## src/rtl/mem_arb_pkg.sv

```systemverilog
// Shared types for the CPU/DMA memory arbiter: owner and state encodings,
// the request bundle, and a helper for the round-robin pick.
package mem_arb_pkg;

   typedef enum logic [1:0] {
      NONE = 2'd0,
      CPU  = 2'd1,
      DMA  = 2'd2
   } owner_t;

   typedef enum logic [1:0] {
      IDLE   = 2'd0,
      ACCESS = 2'd1,
      ACK    = 2'd2
   } arb_state_t;

   localparam int REQ_AW = 32;
   localparam int REQ_DW = 32;

   // Request bundle at the default 32-bit address/data widths.
   typedef struct packed {
      logic                  we;
      logic [REQ_DW/8-1:0]   be;
      logic [REQ_AW-1:0]     addr;
      logic [REQ_DW-1:0]     wdata;
   } req_t;

   function automatic owner_t other_owner(input owner_t o);
      return (o == CPU) ? DMA : CPU;
   endfunction

endpackage

```

## src/rtl/mem_arbiter_rr_pick.sv

```systemverilog
// Two-way round-robin pick with a burst cap: the last owner keeps the memory
// under contention until it has taken MAX_BURST consecutive grants.
module rr_pick
   import mem_arb_pkg::*;
#(
   parameter int CW        = 3,
   parameter int MAX_BURST = 4
) (
   input  logic          cpu_req,
   input  logic          dma_req,
   input  owner_t        last_owner,
   input  logic [CW-1:0] burst_cnt,
   output owner_t        winner
);

   always_comb begin
      winner = NONE;
      if (cpu_req && dma_req) begin
         winner = (burst_cnt < CW'(MAX_BURST)) ? last_owner : other_owner(last_owner);
      end else if (cpu_req) begin
         winner = CPU;
      end else if (dma_req) begin
         winner = DMA;
      end
   end

endmodule

```

## src/rtl/mem_arbiter.sv

```systemverilog
// Shares one combinational-read memory between the CPU and the DMA/loader
// port: one registered access per grant, registered read data, ready pulse.
module mem_arbiter
   import mem_arb_pkg::*;
#(
   parameter int AW        = 32,
   parameter int DW        = 32,
   parameter int MAX_BURST = 4
) (
   input  logic            clk,
   input  logic            reset,
   input  logic            cpu_req,
   input  logic            cpu_we,
   input  logic [DW/8-1:0] cpu_be,
   input  logic [AW-1:0]   cpu_addr,
   input  logic [DW-1:0]   cpu_wdata,
   output logic [DW-1:0]   cpu_rdata,
   output logic            cpu_ready,
   input  logic            dma_req,
   input  logic            dma_we,
   input  logic [DW/8-1:0] dma_be,
   input  logic [AW-1:0]   dma_addr,
   input  logic [DW-1:0]   dma_wdata,
   output logic [DW-1:0]   dma_rdata,
   output logic            dma_ready,
   output logic [AW-1:0]   mem_addr,
   output logic [DW-1:0]   mem_wdata,
   output logic            mem_we,
   output logic [DW/8-1:0] mem_be,
   input  logic [DW-1:0]   mem_rdata,
   output owner_t          owner,
   output arb_state_t      state_dbg
);

   localparam int BW = DW/8;
   localparam int CW = $clog2(MAX_BURST + 1);
   localparam logic [CW-1:0] BURST_MAX = CW'(MAX_BURST);

   // Handshake: a master raises req with stable fields and holds them until
   // its one-cycle ready pulse; it may drop req or present the next request
   // at the edge ending ready. Fields are latched at grant.
   arb_state_t      state_q, state_d;
   owner_t          owner_q, owner_d;
   owner_t          last_q, last_d;
   logic [CW-1:0]   burst_q, burst_d;
   logic            we_q, we_d;
   logic [BW-1:0]   be_q, be_d;
   logic [AW-1:0]   addr_q, addr_d;
   logic [DW-1:0]   wdata_q, wdata_d;
   logic [DW-1:0]   rdata_q, rdata_d;
   owner_t          winner;

   rr_pick #(
      .CW        (CW),
      .MAX_BURST (MAX_BURST)
   ) u_pick (
      .cpu_req    (cpu_req),
      .dma_req    (dma_req),
      .last_owner (last_q),
      .burst_cnt  (burst_q),
      .winner     (winner)
   );

   always_comb begin
      state_d = state_q;
      owner_d = owner_q;
      last_d  = last_q;
      burst_d = burst_q;
      we_d    = we_q;
      be_d    = be_q;
      addr_d  = addr_q;
      wdata_d = wdata_q;
      rdata_d = rdata_q;
      case (state_q)
         IDLE: begin
            if (winner != NONE) begin
               state_d = ACCESS;
               owner_d = winner;
               if (winner == CPU) begin
                  we_d    = cpu_we;
                  be_d    = cpu_be;
                  addr_d  = cpu_addr;
                  wdata_d = cpu_wdata;
               end else begin
                  we_d    = dma_we;
                  be_d    = dma_be;
                  addr_d  = dma_addr;
                  wdata_d = dma_wdata;
               end
               if (winner == last_q) begin
                  burst_d = (burst_q < BURST_MAX) ? burst_q + CW'(1) : BURST_MAX;
               end else begin
                  burst_d = CW'(1);
                  last_d  = winner;
               end
            end
         end
         ACCESS: begin
            rdata_d = mem_rdata;
            state_d = ACK;
         end
         ACK: begin
            state_d = IDLE;
            owner_d = NONE;
         end
         default: begin
            state_d = IDLE;
            owner_d = NONE;
         end
      endcase
   end

   always_ff @(posedge clk or negedge reset) begin
      if (!reset) begin
         state_q <= IDLE;
         owner_q <= NONE;
         last_q  <= CPU;
         burst_q <= '0;
         we_q    <= 1'b0;
         be_q    <= '0;
         addr_q  <= '0;
         wdata_q <= '0;
         rdata_q <= '0;
      end else begin
         state_q <= state_d;
         owner_q <= owner_d;
         last_q  <= last_d;
         burst_q <= burst_d;
         we_q    <= we_d;
         be_q    <= be_d;
         addr_q  <= addr_d;
         wdata_q <= wdata_d;
         rdata_q <= rdata_d;
      end
   end

   // Gating by state lets the write strobe drop the moment reset clears state.
   assign mem_we    = (state_q == ACCESS) && we_q && (be_q != '0);
   assign mem_addr  = addr_q;
   assign mem_wdata = wdata_q;
   assign mem_be    = be_q;
   assign cpu_ready = (state_q == ACK) && (owner_q == CPU);
   assign dma_ready = (state_q == ACK) && (owner_q == DMA);
   assign cpu_rdata = rdata_q;
   assign dma_rdata = rdata_q;
   assign owner     = owner_q;
   assign state_dbg = state_q;

endmodule

```

## config.mk

```make
export PLATFORM = sky130hd
export DESIGN_NAME = mem_arbiter
export DESIGN_NICKNAME = d
export VERILOG_FILES = /design/src/rtl/mem_arb_pkg.sv /design/src/rtl/mem_arbiter_rr_pick.sv /design/src/rtl/mem_arbiter.sv
export SDC_FILE = /design/constraint.sdc
export NUM_CORES = 1
export LEC_CHECK = 0
export ABC_AREA = 1
export BUFFER_PORTS_ARGS = -buffer_cell sky130_fd_sc_hd__buf_4
export CORE_ASPECT_RATIO = 0.7
export CORE_MARGIN = 10
export CORE_UTILIZATION = 48
export DETAILED_ROUTE_END_ITERATION = 16
export PLACE_DENSITY = 0.92
export SLEW_MARGIN = 40
export SYNTH_ARGS = -nofsm -noshare
export SYNTH_HDL_FRONTEND = slang
export SYNTH_SLANG_ARGS = --single-unit
```

## constraint.sdc

```tcl
create_clock -name clk -period 2.5 [get_ports clk]
set_clock_uncertainty 0.05 [all_clocks]
set_input_delay 0.375 -clock clk [delete_from_list [all_inputs] [get_ports clk]]
set_output_delay 0.375 -clock clk [all_outputs]
set_load 0.03 [all_outputs]
```

# Word level (Yosys, flattened, before mapping)

Cells that the tools add are included.

Output and inout bits: 139
Word-level logic and storage cells: 47
Bits of input ports: 174
Bits in registers: 110

Equal/unequal tests: 8
Add/subtract/negate cells: 1
Multiplexer cells: 15
Reductions and logical operators: 11
$lt $le $gt $ge: 1
Bitwise operators: 2

Operators with widths:

| operator                                            | count |
|---|---|
| 2-to-1 mux 32 bit                                   | 2 |
| 2-to-1 mux 2 bit                                    | 7 |
| equality test 2 x 1 -> 1 bit, second input constant | 4 |
| case mux 2 bit (2 select lines)                     | 2 |
| 2-to-1 mux 3 bit                                    | 2 |
| logical AND 1 bit                                   | 5 |
| equality test 2 bit, second input constant          | 2 |
| 2-to-1 mux 4 bit                                    | 1 |
| AND reduction 2 bit                                 | 2 |
| nonzero test 4 bit                                  | 1 |
| adder 3 x 1 -> 3 bit, second input constant         | 1 |
| < comparator 3 bit, second input constant           | 1 |
| AND reduction 3 bit                                 | 1 |
| equality test 2 bit                                 | 1 |
| zero test 2 bit                                     | 1 |
| inequality test 2 bit, second input constant        | 1 |
| inverter 1 bit                                      | 2 |
| nonzero test 2 bit                                  | 1 |
| 2-to-1 mux 1 bit                                    | 1 |

# Logic depth before layout (Yosys ltp)

Depth after elaboration: 7
Gate-level depth with buffers: 11
Gate-level depth less buffers: 10

# Cells and area by module

From an unflattened synthesis, not the netlist that was laid out.

Cells, all modules: 694
Area total of the unflattened synthesis: 5424.0 µm²

Modules (own cells, without submodules):

| module      | times used | area an instance (µm²) | cells an instance | sequential area each (µm²) |
|---|---|---|---|---|
| mem_arbiter | 1          | 5355.1                 | 677               | 2753.9 |
| rr_pick     | 1          | 68.8                   | 17                | 0.0 |

# Worst setup path before layout

Ideal clock, no wire load.

Path kind: reg-to-output
Start: reg state_q[0], in the netlist state_dbg[0]
End: out mem_we
Setup slack: 0.669 ns
Data required time: 2.075 ns
Cell stages (with the launch flop): 5
Arrival: 1.406 ns
Buffers on the path: 0
Cells stage by stage: dfrtp_1 inv_1 nor2_1 nand2_1 nor2_1

Cells in the longest elaborated chain, start to end: 3

Ends and longest elaborated chain:

| item                            | line               | source |
|---|---|---|
| start: declaration              | mem_arbiter.sv:42  | `arb_state_t state_q, state_d;` |
| start signal: assignment        | mem_arbiter.sv:125 | `state_q <= state_d;` |
| equality test 2 x 1 -> 1 bit    | mem_arbiter.sv:138 | `assign mem_we = (state_q == ACCESS) && we_q && (be_q != '0);` |
| logical AND 1 bit (2 in series) | mem_arbiter.sv:138 |  |
| end: declaration                | mem_arbiter.sv:28  | `output logic mem_we,` |

Every way passes these cells.

# Worst setup path in the final report

Start: reg last_q[0]
End: reg addr_q[6], in the netlist mem_addr[6]

Cells in the longest elaborated chain, start to end: 6
Elaborated cells on any way between the ends: 8
Classes of those cells: 2 x eq/ne; 4 x mux; 2 x reduce/logical

Ends and longest elaborated chain:

| item                                                                      | line                                 | source |
|---|---|---|
| start: declaration                                                        | mem_arbiter.sv:44                    | `owner_t last_q, last_d;` |
| start signal: assignment                                                  | mem_arbiter.sv:127                   | `last_q <= last_d;` |
| equality test 2 x 1 -> 1 bit                                              | mem_arb_pkg.sv:29                    | `return (o == CPU) ? DMA : CPU;` |
| 2-to-1 mux 2 bit                                                          | mem_arb_pkg.sv:29                    |  |
| 2-to-1 mux 2 bit *                                                        | mem_arbiter_rr_pick.sv:19            | `winner = (burst_cnt < CW'(MAX_BURST)) ? last_owner : other_owner(last_owner);` |
| 2-to-1 mux 2 bit *                                                        | mem_arbiter_rr_pick.sv:18            | `if (cpu_req && dma_req) begin` |
| equality test 2 x 1 -> 1 bit / nonzero test 2 bit (equally long branches) | mem_arbiter.sv:79, mem_arbiter.sv:76 |  |
| 2-to-1 mux 32 bit / AND reduction 2 bit (equally long branches)           | --                                   |  |
| end signal: assignment                                                    | mem_arbiter.sv:131                   | `addr_q <= addr_d;` |
| end: declaration                                                          | mem_arbiter.sv:48                    | `logic [AW-1:0] addr_q, addr_d;` |

Every way passes the cells marked *; elsewhere a longest branch is shown, timed or not.
A chain may end at the register's enable or synchronous reset.

==> results.toml <==
[synth]
synthesis.nets = 817
syn-cell-area_sq_um = 5380
synthTopCellsByArea = "dfrtp_1, nand2_1, buf_4"
synth.top_cells.by_count = "nand2_1, dfrtp_1, a21oi_1, o21ai_1, buf_4"
synth_edf_count = 0
yosysWarnings = 0
yosysTopAreaCell = "dfrtp_1"
ys_ff_latch = 110
ys_types = 25
async_reset_ff_frac = 1.00
yosysMostFrequentCell = "nand2_1"
syn_inst = 642
synth_top_area_share = 0.507
synth-main-ff-cell = "dfrtp_1"
synth_area_per_cell_sq_um = 8.38
ys_seq_area_frac = 0.512

[cts]
post-cts-setup-buffers = 0
ctsHoldBuffers = 1
clockRootBuffer = "clkbuf_16"
cts.path.max_buffers = 2
post_cts_resized = 0
cts_htree_levels = 3
cts_tree = "yes"
clk_latency_ns = 0.34
path_clk_slew_ns = 0.07
cts_sinks = 110
cts_buffers = 9

[timing]
rsz0062_at_grt = "false"
hold_viol = 0
tightest_slew_ns = 0.500
post-route-period-util = 0.867
fmax_mhz = 462
max_slew_margin = 0.667
drv_slew = 0
fin_tns_setup_ns = 0
min_period_ns = 2.17
setup_viol = 0

[min_path]
hold_depth = 3
hp-start = "mem_rdata[27]"
hold_path.class = "in2reg"
holdPathEnd = "cpu_rdata[27]$_DFFE_PN0N_"

[worst_setup_path]
rrSetupSlack_ns = 0.33
cp_slowest_cell = "dfstp_2"
worstPathArrival_ns = 2.38
path_buf_inv = 2
path_max_fanout = 35
r2r-end = "mem_addr[6]$_DFFE_PN0P_"
cp_common_cell = "nand2_4"
cp_num_cells = 9
rr_worst_depth = 9
crit_chain = "inv_1 -> nand2_1 -> nand3_2 -> nand2_4 -> nand2_2 -> nand2_4 -> buf_4 -> o21ai_0 -> o21ai_1"
path_delay_family = "simple AND/OR/NAND/NOR gates"
required_ns = 2.72
crit_path_start_kind = "register"
cpPeakStageDelay_ns = 0.57
rr_startpoint = "last_q[0]$_DFFE_PN1P_"
path_class = "reg2reg"
cp-end-kind = "register"

[detailed_routing]
route.vias.total = 5341
drcViolationCount = 0
wl_per_cell_microns = 17.7
drt_first_pass_iters = 4
routed_wl_mm = 18.8
first_iter_violations = 243
antenna_left = 0
routed_via_density = 5.02

[global_route]
track_usage = 0.224
grt_max_degree = 57
grt_pass1_wl_mm = 28.8
grt_overflow_total = 0
antenna_found_initial = 0
first_global_vias = 5475

[finish]
syn2layout_area_growth_pct = 45.8
fillers = 903
multi_input_area_sq_um = 2010
regArea_sq_um = 2750
fin_nets = 1081
drive_gt1_frac = 0.412
post-route-cell-area_sq_um = 7850
antenna_cells = 0

[place]
routabilityCongestion = 0.846
placed_area_sq_um = 7550
hpwl_mm = 15.0
numPortBuffers = 312

[die]
core_area_sq_um = 11000
die_area_sq_um = 15900
die_h_microns = 109
die_w_microns = 147
start_util = 0.490
io_pins = 313
row_count = 32

[power_and_ir_drop]
comb_power_share = 0.594
netSwitchingPower_uw = 5690
p_leak_uw = 0.00423
intPower_uw = 5670
swShare = 0.501
clock_power_share = 0.119
ir_drop_v = 0.000778
p_per_area_nw_per_um2 = 1450
seqPwrFrac = 0.287

[status]
status = "completed"

[job]
cap_violations = 0
[stage by stage]
| step | hold slack (ns) | utilization | instances | total power, uW | setup slack, ns |
|---|---|---|---|---|---|
| after floorplan | 0.0294 | - | 642 | 7810 | 0.669 |
| after global placement | 0.321 | 0.688 | 1047 | 9920 | 0.451 |
| after detailed placement | 0.325 | 0.688 | 1047 | 10100 | 0.360 |
| after CTS | 0.169 | 0.715 | 1064 | 11500 | 0.339 |
| after global routing | 0.174 | 0.715 | 1064 | 12100 | 0.156 |
| final | 0.181 | 0.715 | 1064 | 11400 | 0.333 |
[flip-flops by register name (all words and copies together), names as in the netlist, 2 cells and up]
signal and count:
cpu_rdata 32, mem_addr 32, mem_wdata 32, mem_be 4
burst_q 3, last_q 2, owner 2, state_dbg 2
[worst min-delay path, delay by kind of cell]
family        cells  cell delay [ns]
buf+inv           1             0.08
simple gates      2             0.09
[final cells by class]
| cell class | count | area share |
|---|---|---|
| clock buffers | 10 | 0.0305 |
| inverters | 34 | 0.0163 |
| repair buffers | 325 | 0.316 |
| clock inverters | 6 | 0.00574 |
| flip-flops and latches | 110 | 0.351 |
| multi-input cells | 426 | 0.256 |
| well taps | 153 | 0.0244 |
[cell usage in the layout (no fill, tap or decap)]
cell type      count
nand3_1            5
nor2_4             1
clkinv_2           2
nand2_4            2
nand2_1          241
nand2_2            3
o211ai_1          23
clkbuf_8           1
clkbuf_16          9
dfstp_2            1
dfrtp_1          109
buf_4            321
nor2_1             2
o21ai_1           44
clkinv_1           1
nor4_1             1
o21ai_2           20
buf_12             3
dlygate4sd3_1      1
inv_2              3
clkinv_4           2
o21ai_0           31
inv_1             30
nor2_2             2
nor3_1             1
a21oi_1           46
nand3_2            3
inv_6              2
ha_1               1
[kinds of logic (layout without fill, tap and decap cells)]
logic type / count (synthesis) / in the layout / share of synthesized area
compound gates: 164 / 164 / 0.177
fa+ha+maj: 1 / 1 / 0.00233
buf+inv: 106 / 375 / 0.116
flops: 110 / 110 / 0.512
simple gates: 261 / 261 / 0.193
[metal layers]
layer	up-vias	GRT usage	wire length, microns
met5	-	0	0
met4	0	0.0741	460
met3	30	0.0927	1820
met2	258	0.394	9720
met1	2486	0.244	6820
li1	2567	-	-
[how the worst max path moves through the flow]
stage                                         from                      end  slack (ns)
after global routing         last_q[0]$_DFFE_PN1P_  mem_addr[6]$_DFFE_PN0P_        0.16
after floorplan           state_dbg[0]$_DFFE_PN0P_                   mem_we        0.67
final                        last_q[0]$_DFFE_PN1P_  mem_addr[6]$_DFFE_PN0P_        0.33
after global placement       last_q[0]$_DFFE_PN1P_  mem_addr[1]$_DFFE_PN0P_        0.45
after CTS                    last_q[0]$_DFFE_PN1P_  mem_addr[6]$_DFFE_PN0P_        0.34
after detailed placement     last_q[0]$_DFFE_PN1P_  mem_addr[6]$_DFFE_PN0P_        0.36
[power groups by stage]
stage | logic, uW | clock network (uW) | registers (uW)
after floorplan | 3080 | 0 | 4720
after global placement | 6670 | 0 | 3250
after detailed placement | 6850 | 0 | 3270
after CTS | 6840 | 1400 | 3250
after global routing | 7260 | 1450 | 3370
final | 6740 | 1360 | 3260
Power figures use the tool's default switching activity.
